$ cat src/rtl/coeff_seq_ctrl.sv
// coeff_seq_ctrl: round-robin coefficient address sequencer.
// Each channel owns a table pointer. Requesting channels are arbitrated into a
// single registered address stage (valid/ready) toward the coefficient memory.
// Optional feature macro: COEFF_SEQ_STATS_EN adds a saturating handshake counter.
module coeff_seq_ctrl #(
    parameter int ADDR_LINES = 4,
    parameter int CHANNELS   = 4,
    parameter int WRAP_MODE  = 0,
    localparam int CH_BITS   = $clog2(CHANNELS),
    localparam int DEPTH     = 1 << ADDR_LINES
) (
    input  logic                             clkn_i,
    input  logic                             rst_i,
    input  logic [CHANNELS-1:0]              redo_i,
    input  logic [CHANNELS-1:0]              rd_req_i,
    input  logic [DEPTH-1:0]                 adv_mask_i,
    input  logic                             mem_ready_i,
    output logic                             mem_valid_o,
    output logic [CH_BITS+ADDR_LINES-1:0]    mem_addr_o,
    output logic [CHANNELS-1:0]              rd_ack_o,
    output logic [CHANNELS*ADDR_LINES-1:0]   ptr_o,
    output logic [CHANNELS-1:0]              last_o
`ifdef COEFF_SEQ_STATS_EN
    ,
    output logic [15:0]                      stat_cnt_o
`endif
);

    localparam logic [ADDR_LINES-1:0] TOP = '1;

    logic [CHANNELS-1:0][ADDR_LINES-1:0] ptr, ptr_nxt;
    logic                                vld;
    logic [CH_BITS-1:0]                  stage_ch;
    logic [ADDR_LINES-1:0]               stage_ptr;
    logic [CH_BITS-1:0]                  rr_start;
    logic [CHANNELS-1:0]                 cand;
    logic [CHANNELS-1:0]                 ack_nxt;
    logic                                found;
    logic [CH_BITS-1:0]                  sel;
    logic                                hs;
    logic                                load;

    assign hs   = vld & mem_ready_i;
    assign load = ~vld | mem_ready_i;
    // A channel being cleared this cycle is not eligible for service
    assign cand = rd_req_i & ~redo_i;

    // Next pointer per channel: clear wins over advance; advance gated by the entry mask
    always_comb begin
        ptr_nxt = ptr;
        for (int c = 0; c < CHANNELS; c++) begin
            if (redo_i[c]) begin
                ptr_nxt[c] = '0;
            end else if (hs && stage_ch == CH_BITS'(c) && adv_mask_i[ptr[c]]) begin
                if (ptr[c] == TOP)
                    ptr_nxt[c] = (WRAP_MODE != 0) ? '0 : TOP;
                else
                    ptr_nxt[c] = ptr[c] + 1'b1;
            end
        end
    end

    // Round-robin pick: first candidate at or after rr_start, wrapping around
    always_comb begin
        int idx;
        idx   = 0;
        found = 1'b0;
        sel   = '0;
        for (int i = 0; i < CHANNELS; i++) begin
            idx = int'(rr_start) + i;
            if (idx >= CHANNELS)
                idx = idx - CHANNELS;
            if (!found && cand[idx]) begin
                found = 1'b1;
                sel   = CH_BITS'(idx);
            end
        end
    end

    // One-hot acknowledge for the channel completing a handshake
    always_comb begin
        ack_nxt = '0;
        if (hs)
            ack_nxt[stage_ch] = 1'b1;
    end

    // Pointers, output stage and arbitration state
    always_ff @(posedge clkn_i) begin
        if (rst_i) begin
            ptr       <= '0;
            vld       <= 1'b0;
            stage_ch  <= '0;
            stage_ptr <= '0;
            rr_start  <= '0;
            rd_ack_o  <= '0;
            last_o    <= '0;
        end else begin
            ptr      <= ptr_nxt;
            rd_ack_o <= ack_nxt;
            for (int c = 0; c < CHANNELS; c++)
                last_o[c] <= (ptr_nxt[c] == TOP);
            if (load) begin
                vld <= found;
                if (found) begin
                    // Post-update pointer so a re-served channel sees its advance
                    stage_ch  <= sel;
                    stage_ptr <= ptr_nxt[sel];
                    rr_start  <= (sel == CH_BITS'(CHANNELS - 1)) ? '0 : sel + 1'b1;
                end
            end
        end
    end

    assign mem_valid_o = vld;
    assign mem_addr_o  = {stage_ch, stage_ptr};
    assign ptr_o       = ptr;

`ifdef COEFF_SEQ_STATS_EN
    // Saturating handshake counter; only reset clears it
    always_ff @(posedge clkn_i) begin
        if (rst_i)
            stat_cnt_o <= '0;
        else if (hs && stat_cnt_o != 16'hFFFF)
            stat_cnt_o <= stat_cnt_o + 16'd1;
    end
`endif

endmodule

$ cat config.mk
export PLATFORM = sky130hd
export DESIGN_NAME = coeff_seq_ctrl
export DESIGN_NICKNAME = d
export VERILOG_FILES = /design/src/rtl/coeff_seq_ctrl.sv
export SDC_FILE = /design/constraint.sdc
export NUM_CORES = 1
export LEC_CHECK = 0
export CAP_MARGIN = 20
export CORE_MARGIN = 2
export CORE_UTILIZATION = 45
export CTS_BUF_LIST = sky130_fd_sc_hd__clkbuf_16
export DETAILED_ROUTE_END_ITERATION = 6
export PLACE_DENSITY = 0.76
export SYNTH_ARGS = -nofsm -noshare
export SYNTH_HDL_FRONTEND = slang
export SYNTH_SLANG_ARGS = --single-unit
$ cat constraint.sdc
create_clock -name clkn_i -period 2.2 [get_ports clkn_i]
set_input_delay 0.22 -clock clkn_i [delete_from_list [all_inputs] [get_ports clkn_i]]
set_output_delay 0.22 -clock clkn_i [all_outputs]
set_load 0.02 [all_outputs]
==> results of run 1 <==
power by group through the flow:
stage               Combinational [mW]  Clock, mW  Sequential (mW)
CTS                              0.334      0.769            0.637
floorplan                        0.154          0            0.664
finish                           0.337      0.767            0.637
detailed placement               0.331          0            0.650
global route                     0.362      0.800            0.639
global placement                 0.326          0            0.651
cells in the final DEF, fill, tap and decap left out, types with 3 or more instances in the layout:
cell type,n
nand3b_1,3
a31oi_1,5
nand2_1,19
nor2_1,27
mux2i_1,21
nand4_1,3
clkdlybuf4s50_1,51
dlymetal6s2s_1,6
nor3_1,16
inv_1,9
buf_4,47
dfxtp_1,28
o221ai_1,3
nand3_1,13
nor2b_1,8
o311a_1,3
and2_1,4
a21oi_2,4
a22oi_1,6
mux2_1,4
a21oi_1,8
nand2b_1,8
mux4_2,6
clkbuf_16,5
a211oi_1,3
dfxtp_4,3
ha_1,4
nand4b_1,3
metrics by stage:
stage                     instances  area [um^2]
final                           448         3630
after detailed placement        439         3390
after global routing            448         3630
after floorplan                 280         2450
after CTS                       447         3560
after global placement          439         3390
logic make-up (layout without fill, tap and decap cells):
kind of cell             Yosys count  in the layout
multiplexers                      37             37
buffers and inverters             23            121
XOR/XNOR                           1              1
adder cells (fa/ha/maj)            4              4
AND/OR/NAND/NOR                  125            125
flip-flops                        33             33
AO/OA/AOI/OAI                     57             57
area by class of cell:
| class | instances | area [um^2] | area share (%) |
|---|---|---|---|
| timing repair buffer | 105 | 958 | 26.4 |
| clock inverter | 3 | 37.5 | 1.03 |
| tap | 70 | 87.6 | 2.41 |
| multi-input combinational | 224 | 1720 | 47.3 |
| sequential | 33 | 674 | 18.6 |
| inverter | 8 | 30.0 | 0.826 |
| clock buffer | 5 | 125 | 3.44 |
path summary, 6_finish.rpt:
path	cells after the start	endpoint	startpoint
hold / removal	2	stage_ptr[2]	stage_ptr[2]
setup / recovery	7	stage_ptr[1]	ptr_o[4]
hold reg to reg	2	stage_ptr[2]	stage_ptr[2]
setup reg to reg	7	stage_ptr[1]	ptr_o[4]
flip-flops by register name, indices dropped and copies added, names as in the netlist:
| signal | flops |
|---|---|
| last_o | 4 |
| mem_valid_o | 1 |
| ptr_o | 16 |
| rd_ack_o | 4 |
| rr_start | 2 |
| stage_ch | 2 |
| stage_ptr | 4 |
tightest hold or removal path: cells and delay by family, from the launching register on:
family	cells	cell delay [ps]
DFF	1	310
AOI/OAI and AO/OA	2	180
per-layer routing:
metal,track usage [%],up-vias
met5,0,-
met4,8.21,0
met3,3.26,15
met2,41.3,114
met1,33.6,1239
li1,-,1253
repair_timing:
action | CTS | global route
setup endpoints to repair | 3 | 8
buffers inserted | 0 | 1
gates resized for setup | 3 | 21
pin swaps | 0 | 2
==> results by group, run 1 <==
Route
  • WL met2: approximately 3600 um
  • Max layer used: met4
  • Final ANT Viol Nets: 0
  • Initial drt markers: 140
  • Vias per cell: 5.85
  • # DRC: 0
  • Met3 routed WL: approximately 560 um
  • DR WL/cell: between 15 and 20 um
  • Met1 wire length: roughly 3300 um
  • Via count: about 2600
  • DRT Pass-1 Iters: 4
  • Final WL: around 7700 um

Place
  • IO buf count: between 50 and 60
  • Post-detail-place hpwl: 5850 um
  • Setup slack at placement: -269 ps
  • Final Wtd Congestion: 0.886

Cells and area
  • Share of cells above drive strength 1: around a quarter
  • Area growth syn-to-layout: 48.5%
  • Fillers: about 410
  • # diodes: 0
  • Fin nets: around 410
  • Post-layout util: between 70 and 80%

Yosys
  • Synth Area in XOR/XNOR: less than 1%
  • Mapped Nets: ~310
  • Synth top area share: a little over a quarter
  • Synth Warn #: 0
  • Largest family of logic cells by synthesized area: simple AND/OR/NAND/NOR gates
  • Post-synth top cells: 33 x dfxtp_1, 28 x nor2_1, 23 x mux2i_1
  • Post-synth ARST share: 0%
  • Synthesized-area fraction occupied by adder cells: around 2%
  • Seq/Total Area, Yosys: a little over a quarter
  • Synth Area in Simple Gates: ~28%
  • Main synth FF type: dfxtp_1
  • Most frequent cell after synthesis: dfxtp_1
  • Post-synth EDFFs: 0
  • Fraction of the mapped netlist area in compound gates: a little under a fifth
  • Multiplexer share of the synthesized area: about a fifth
  • Post-synthesis cell type count: 64
  • Yosys reg bits: 33
  • Largest cells by area after synthesis: dfxtp_1 27%, mux2i_1 9.4%, mux4_2 5.5%
  • Mapped Area: 2450 um^2
  • Post-synthesis cell type with the largest combined area: dfxtp_1
  • Syn Area/Cell: just under 9 um^2
  • Cell count after synthesis: 280

Pwr
  • Sw Ratio: between 20% and 30%
  • Comb pwr share: 19.4%
  • Peak VDD IR: roughly 0.00043 V
  • Pwr Total: between 1.5 and 2 mW
  • Pint: approximately 1.3 mW
  • Leakage: approximately 1.4 nW
  • PD cells: between 400 and 500 nW/um^2
  • Clock power share: between 40% and 50%
  • Reg power frac: 36.6%
  • Switching pwr: 429 uW

Min path
  • Min-Delay Path Class: reg2reg

Global route
  • All-Layer GR Usage: approximately 25%
  • First-pass GRT wire length: approximately 12000 um
  • Antenna violations before repair: 0
  • Vias in the first global route: 2549
  • Largest net degree at the start of global routing: 24
  • Overflow after GRT: 0

Timing
  • Final hold violations: 0
  • Post-route setup slack: between 10 and 15 ps
  • Final clock skew: around 3.2 ps
  • WHS: about 540 ps
  • F_max: between 400 and 500 MHz
  • Final period utilization: around 100%
  • Crit path time final: between 2000 and 2500 ps
  • Setup TNS: 0 ps
  • Slew margin rel.: a little over two thirds
  • Final Slew Violations: 0
  • Worst-margin pin slew: roughly 460 ps
  • Final setup vio count: 0

Floorplanning
  • I/O Pins: 58
  • Core footprint: 5170 um^2
  • Core Rows: 26
  • Die height: 77.7 um
  • Die ar.: 6040 um^2
  • Initial Util: 47.3%
  • Die Wd: between 70 and 80 um

Critical path
  • Critical path, cell by cell: mux2i_1, a22oi_1, nand3_2, o31ai_4, mux2_1, and2_1, o311a_1
  • Setup crit start kind: flip-flop
  • Crit path max-delay family: compound AO/OA/AOI/OAI gates
  • CP peak stage delay: between 400 and 500 ps
  • Crit path max-delay cell type: dfxtp_4
  • Kind of critical path: reg2reg
  • Setup slack, reg-to-reg: about 14 ps
  • Worst-path fanout max: 9
  • Critical path capture point type: flip-flop
  • Critical path data arrival time: ~2400 ps
  • Crit path buf inv count: 0
  • WP data required: between 2000 and 2500 ps

CTS
  • Longest Clk Path Bufs: 2
  • Root Buffer: clkbuf_16
  • Worst-Skew Late Latency: between 200 and 300 ps
  • CTS Buf Count: 5
  • Clk slew on worst S/H paths: roughly 50 ps
  • # hold bufs at CTS: 0
  • CTS tree: yes
  • Sink Count: 33
  • CTS H-tree depth: 2

Outcome
  • Outcome: complete, no violations

Flow run
  • Max Cap Viol: 0
Note: power is estimated with default switching activity, not from simulation.
==> inputs of run 2 (changes only) <==
TNS_END_PERCENT = 30   (was default)
==> run 2 against run 1 <==
  * Flip-flop and latch count stayed put
  * Clock power is essentially flat
  * Register-to-register slack barely moved
  * Maximum frequency down 0.12%
  * Power is essentially flat
==> results by group, run 2 (same netlist as run 1, synthesis figures left out) <==
Outcome
  • Outcome: complete, no violations

Critical path
  • FF-to-FF End: stage_ptr[1]
  • Critical path data arrival time: 2350 ps (about the same)
  • Kind of critical path: reg2reg
  • Critical R2R Launch: ptr_o[4]
  • Critical path capture point type: flip-flop
  • Stages on the worst setup path: 7 (unchanged)
  • End of the critical path: stage_ptr[1]
  • Setup crit start kind: flip-flop
  • Setup slack, reg-to-reg: 10 ps (about the same)
  • Crit path max-delay cell type: dfxtp_4
  • Worst setup startpoint: ptr_o[4]
  • FF-to-FF path depth: 7 (unchanged)
  • CP peak stage delay: 440 ps (about the same)
  • Crit path max-delay family: compound AO/OA/AOI/OAI gates
  • Worst-path fanout max: 9 (unchanged)
  • WP data required: 2360 ps (about the same)
  • Crit path buf inv count: 0 (unchanged)
  • Critical path, cell by cell: mux2i_1, a22oi_1, nand3_2, o31ai_4, mux2_1, and2_1, o311a_1

CTS
  • Clk slew on worst S/H paths: 50 ps (about the same)
  • # hold bufs at CTS: 0 (unchanged)
  • Root Buffer: clkbuf_16
  • CTS Buf Count: 5 (unchanged)
  • Sink Count: 33 (unchanged)
  • Longest Clk Path Bufs: 2 (unchanged)
  • Worst-Skew Late Latency: 270 ps (about the same)
  • CTS tree: yes
  • CTS H-tree depth: 2 (unchanged)

Global route
  • Overflow after GRT: 0 (unchanged)
  • All-Layer GR Usage: 25.0% (unchanged)
  • Largest net degree at the start of global routing: 24 (unchanged)
  • Vias in the first global route: 2549 (unchanged)
  • First-pass GRT wire length: 12200 um (unchanged)
  • Antenna violations before repair: 0 (unchanged)

Cells and area
  • Fin nets: 408 (unchanged)
  • Fillers: 405 (-0.98%)
  • Share of cells above drive strength 1: 23.8% (-0.79 points)
  • Max FFs per register: 16 (unchanged)
  • Final std cells w/o fill: 448 (unchanged)
  • Commonest non-fill, non-tap cell in the layout: clkdlybuf4s50_1
  • # diodes: 0 (unchanged)
  • Area growth syn-to-layout: 48.0%
  • Commonest cells after routing, fill and taps aside: 51 x clkdlybuf4s50_1, 47 x buf_4, 28 x nor2_1, 28 x dfxtp_1, 22 x mux2i_1
  • Post-layout util: 70.0% (-0.24 points)

Pwr
  • Switching pwr: 428 uW (-0.29%)
  • Pwr Total: 1.74 mW (about the same)
  • Peak VDD IR: 0.000427 V (+0.10%)
  • Pint: 1.31 mW (about the same)
  • Comb pwr share: 19.3% (about the same)
  • PD cells: 480 nW/um^2 (+0.25%)
  • Leakage: 1.35 nW (-0.76%)
  • Clock power share: 44.1% (about the same)
  • Reg power frac: 36.6% (about the same)
  • Sw Ratio: 24.6% (-0.048 points)

Floorplanning
  • Core Rows: 26 (unchanged)
  • I/O Pins: 58 (unchanged)
  • Die height: 77.7 um (unchanged)
  • Die ar.: 6040 um^2 (unchanged)
  • Core footprint: 5170 um^2 (unchanged)
  • Initial Util: 47.3% (unchanged)
  • Die Wd: 77.7 um (unchanged)

Route
  • # DRC: 0 (unchanged)
  • DRT Pass-1 Iters: 4 (unchanged)
  • Initial drt markers: 212 (+51%)
  • Vias per cell: 5.75 (-1.8%)
  • Via count: 2575 (-1.8%)
  • DR WL/cell: 17.0 um (-1.1%)
  • Final WL: 7620 um (-1.1%)
  • Final ANT Viol Nets: 0 (unchanged)

Place
  • Post-detail-place hpwl: 5850 um (unchanged)
  • Final Wtd Congestion: 0.886 (unchanged)
  • IO buf count: 57 (unchanged)
  • Placed Cells: 439 (unchanged)

Timing
  • WHS: 538 ps (+0.878 ps)
  • Setup TNS: 0 ps (unchanged)
  • RSZ-0062 raised after global routing: true
  • Final setup vio count: 0 (unchanged)
  • Final Slew Violations: 0 (unchanged)
  • Final period utilization: 99.5% (+0.12 points)
  • Final clock skew: 3.23 ps (+0.0786 ps)
  • Worst-margin pin slew: 402 ps (-55.2 ps)
  • F_max: 457 MHz (-0.12%)
  • Slew margin rel.: 72.5% (+3.0 points)
  • Crit path time final: 2190 ps (+2.53 ps)
  • Final hold violations: 0 (unchanged)

Min path
  • Min-Delay Path Class: reg2reg

Flow run
  • Max Cap Viol: 0 (unchanged)
-- run 2: worst min path at each step --
stage,slack (ps),cells after the start,start,end
floorplan,290,1,redo_i[2],ptr_o[9]
global placement,520,2,mem_valid_o,mem_valid_o
detailed placement,520,2,mem_valid_o,mem_valid_o
CTS,530,2,mem_valid_o,mem_valid_o
global route,570,2,stage_ptr[2],stage_ptr[2]
finish,540,2,stage_ptr[2],stage_ptr[2]
-- run 2: stage by stage --
step                      worst slack, ps  instance area, um^2
after detailed placement             -269                 3390
after global routing                -41.9                 3620
after global placement               -250                 3390
final                                11.2                 3620
after floorplan                      1.35                 2450
after CTS                            22.1                 3560
-- run 2: power groups by stage --
stage,Sequential (mW),Clock [mW],Combinational [mW]
finish,0.636,0.767,0.336
global route,0.639,0.799,0.361
CTS,0.637,0.769,0.334
detailed placement,0.650,0,0.331
global placement,0.651,0,0.326
floorplan,0.664,0,0.154
-- run 2: area by class of cell --
class	instances	area, um^2	share of cell area [%]
Multi-Input combinational cell	224	1710	47.2
Timing Repair Buffer	105	958	26.5
Sequential cell	33	674	18.6
Clock buffer	5	125	3.46
Tap cell	70	87.6	2.42
Clock inverter	3	37.5	1.04
Inverter	8	30.0	0.829
-- run 2: what timing repair did --
action,in CTS,in global routing
resized for setup,3,18
cloned,0,0
pin swaps,0,2
setup endpoints to repair,3,8
buffers inserted,0,1
-- run 2: routing by layer --
metal | share of wire, % | vias to the layer above | track usage, %
met3 | 6.1 | 12 | 3.26
met4 | 1.7 | 0 | 8.21
met2 | 47 | 98 | 41.3
met1 | 45 | 1208 | 33.6
met5 | 0 | - | 0
li1 | - | 1257 | -
-- run 2: worst min-delay path, delay by kind of cell (launching register included) --
family          cells  cell delay (ps)
flops               1              310
compound gates      2              180
==> inputs of run 3 (changes only) <==
CORE_MARGIN = 1.5   (was 2)
==> run 3 against run 2 <==
  * Setup slack gained 24 ps
  * Clock power is 1% higher
  * Critical path depth is 1 higher
  * Largest cell class unchanged
  * Largest power group unchanged
  * Highest routed layer unchanged
==> results by group, run 3 (same netlist as run 1, synthesis figures left out) <==
Pwr
  • Leakage: 1.43 nW (+5.5%)
  • Switching pwr: 441 uW (+3.1%)
  • Sw Ratio: 25.2% (+0.60 points)
  • Clock power share: 44.3% (+0.2 points)
  • Pint: 1.31 mW (-0.17%)
  • PD cells: 478 nW/um^2 (-0.51%)
  • Peak VDD IR: 0.000498 V (+17%)
  • Comb pwr share: 19.2% (about the same)
  • Reg power frac: 36.5% (about the same)

Critical path
  • Critical path capture point type: flip-flop
  • Setup crit start kind: flip-flop
  • Kind of critical path: reg2reg
  • Setup slack, reg-to-reg: 40 ps (+20 ps)
  • Critical path data arrival time: 2320 ps (-30 ps)
  • WP data required: 2360 ps (about the same)
  • Worst-path fanout max: 5 (-4)

Route
  • # DRC: 0 (unchanged)
  • Final WL: 7910 um (+3.8%)
  • Initial drt markers: 311 (+47%)
  • DRT Pass-1 Iters: 5 (+1)
  • Via count: 2639 (+2.5%)
  • DR WL/cell: 17.6 um (+3.8%)
  • Final ANT Viol Nets: 0 (unchanged)
  • Vias per cell: 5.89 (+2.5%)

CTS
  • Worst-Skew Late Latency: 280 ps (about the same)
  • CTS H-tree depth: 2 (unchanged)
  • # hold bufs at CTS: 0 (unchanged)
  • Longest Clk Path Bufs: 2 (unchanged)
  • Root Buffer: clkbuf_16
  • CTS Buf Count: 5 (unchanged)
  • Sink Count: 33 (unchanged)
  • CTS tree: yes
  • Clk slew on worst S/H paths: 50 ps (about the same)

Cells and area
  • Area growth syn-to-layout: 49.7%
  • # diodes: 0 (unchanged)
  • Commonest cells after routing, fill and taps aside: 47 x buf_4, 43 x clkdlybuf4s50_1, 28 x nor2_1
  • Share of cells above drive strength 1: 25.7% (+1.9 points)
  • Commonest non-fill, non-tap cell in the layout: buf_4
  • Max FFs per register: 16 (unchanged)
  • Post-layout util: 70.8% (+0.80 points)
  • Fin nets: 408 (unchanged)

Global route
  • Antenna violations before repair: 0 (unchanged)
  • First-pass GRT wire length: 12400 um (+1.6%)
  • Vias in the first global route: 2443 (-4.2%)
  • Largest net degree at the start of global routing: 17 (-29%)
  • Overflow after GRT: 0 (unchanged)
  • All-Layer GR Usage: 26.4% (+1.4 points)

Timing
  • Final Slew Violations: 0 (unchanged)
  • Final hold violations: 0 (unchanged)
  • Slew margin rel.: 73.3% (+0.85 points)
  • Final period utilization: 98.4% (-1.1 points)
  • F_max: 462 MHz (+1.1%)
  • RSZ-0062 raised after global routing: true
  • Worst-margin pin slew: 395 ps (-6.51 ps)
  • Final setup vio count: 0 (unchanged)
  • WHS: 499 ps (-38.1 ps)
  • Final clock skew: 3.91 ps (+0.683 ps)
  • Crit path time final: 2160 ps (-24.4 ps)

Floorplanning
  • I/O Pins: 58 (unchanged)
  • Initial Util: 47.3% (unchanged)
  • Die height: 76.7 um (-1.3%)
  • Core footprint: 5170 um^2 (unchanged)
  • Core Rows: 26 (unchanged)
  • Die ar.: 5890 um^2 (-2.6%)
  • Die Wd: 76.7 um (-1.3%)

Place
  • Post-detail-place hpwl: 5700 um (-2.5%)
  • Final Wtd Congestion: 0.925 (+4.3%)
  • IO buf count: 57 (unchanged)

Flow run
  • Max Cap Viol: 0 (unchanged)

Outcome
  • Outcome: complete, no violations

Min path
  • Min-Delay Path Class: in2reg
## run 3: cell count changes in the layout (fill, tap and decap cells not counted), sizes merged
cell	change
dlygate4sd2	+1
dlymetal6s2s	+7
clkdlybuf4s50	-8
## run 3: critical path, stage by stage, from the launching register on
cell,delay (ps)
dfxtp_2,370
mux2_2,340
a222oi_1,330
a21oi_1,150
buf_4,170
a31oi_1,200
a41oi_1,130
o2bb2ai_1,260
a211oi_1,100
## run 3: layer usage
| layer | up-vias | wire length (um) | track usage, % |
|---|---|---|---|
| met4 | 0 | 135 | 7.04 |
| met2 | 104 | 3800 | 43.6 |
| met1 | 1274 | 3500 | 34.9 |
| met3 | 15 | 477 | 5.24 |
| li1 | 1246 | - | - |
| met5 | - | 0 | 0 |
## run 3: layout make-up
class	instances	area, um^2
Sequential cell	33	678
Multi-Input combinational cell	224	1730
Tap cell	70	87.6
Fill cell	385	1510
Inverter	8	30.0
Clock inverter	3	37.5
Timing Repair Buffer	105	975
Clock buffer	5	125
## run 3: per-stage QoR
| step | cell area (um^2) | total power [mW] | worst slack, ps | std cells | TNS, ps |
|---|---|---|---|---|---|
| 6_report | 3660 | 1.75 | 35.6 | 448 | 0 |
| 2_1_floorplan | 2450 | 0.818 | 1.35 | 280 | 0 |
| 3_5_place_dp | 3370 | 0.981 | -300 | 438 | -1760 |
| 4_1_cts | 3550 | 1.75 | 11.3 | 446 | 0 |
| 5_1_grt | 3660 | 1.81 | -89.1 | 448 | -89.1 |
| 3_3_place_gp | 3370 | 0.975 | -228 | 438 | -1290 |
## run 3: path summary, 6_finish.rpt
check / startpoint / end / depth (start not counted)
max: ptr_o[12] / stage_ptr[2] / 8
min: mem_ready_i / mem_valid_o / 4
max reg2reg: ptr_o[12] / stage_ptr[2] / 8
min reg2reg: mem_valid_o / mem_valid_o / 2
## run 3: repair_timing
action                     CTS  global route
setup endpoints to repair    3             7
gates resized for setup      7            30
pin swaps                    1             7
setup buffers                0             2
## run 3: power by group through the flow
stage / logic [mW] / clock network, mW / registers (mW)
after global routing: 0.363 / 0.807 / 0.640
after detailed placement: 0.330 / 0 / 0.651
final: 0.336 / 0.776 / 0.638
after global placement: 0.324 / 0 / 0.651
after CTS: 0.333 / 0.780 / 0.638
after floorplan: 0.154 / 0 / 0.664
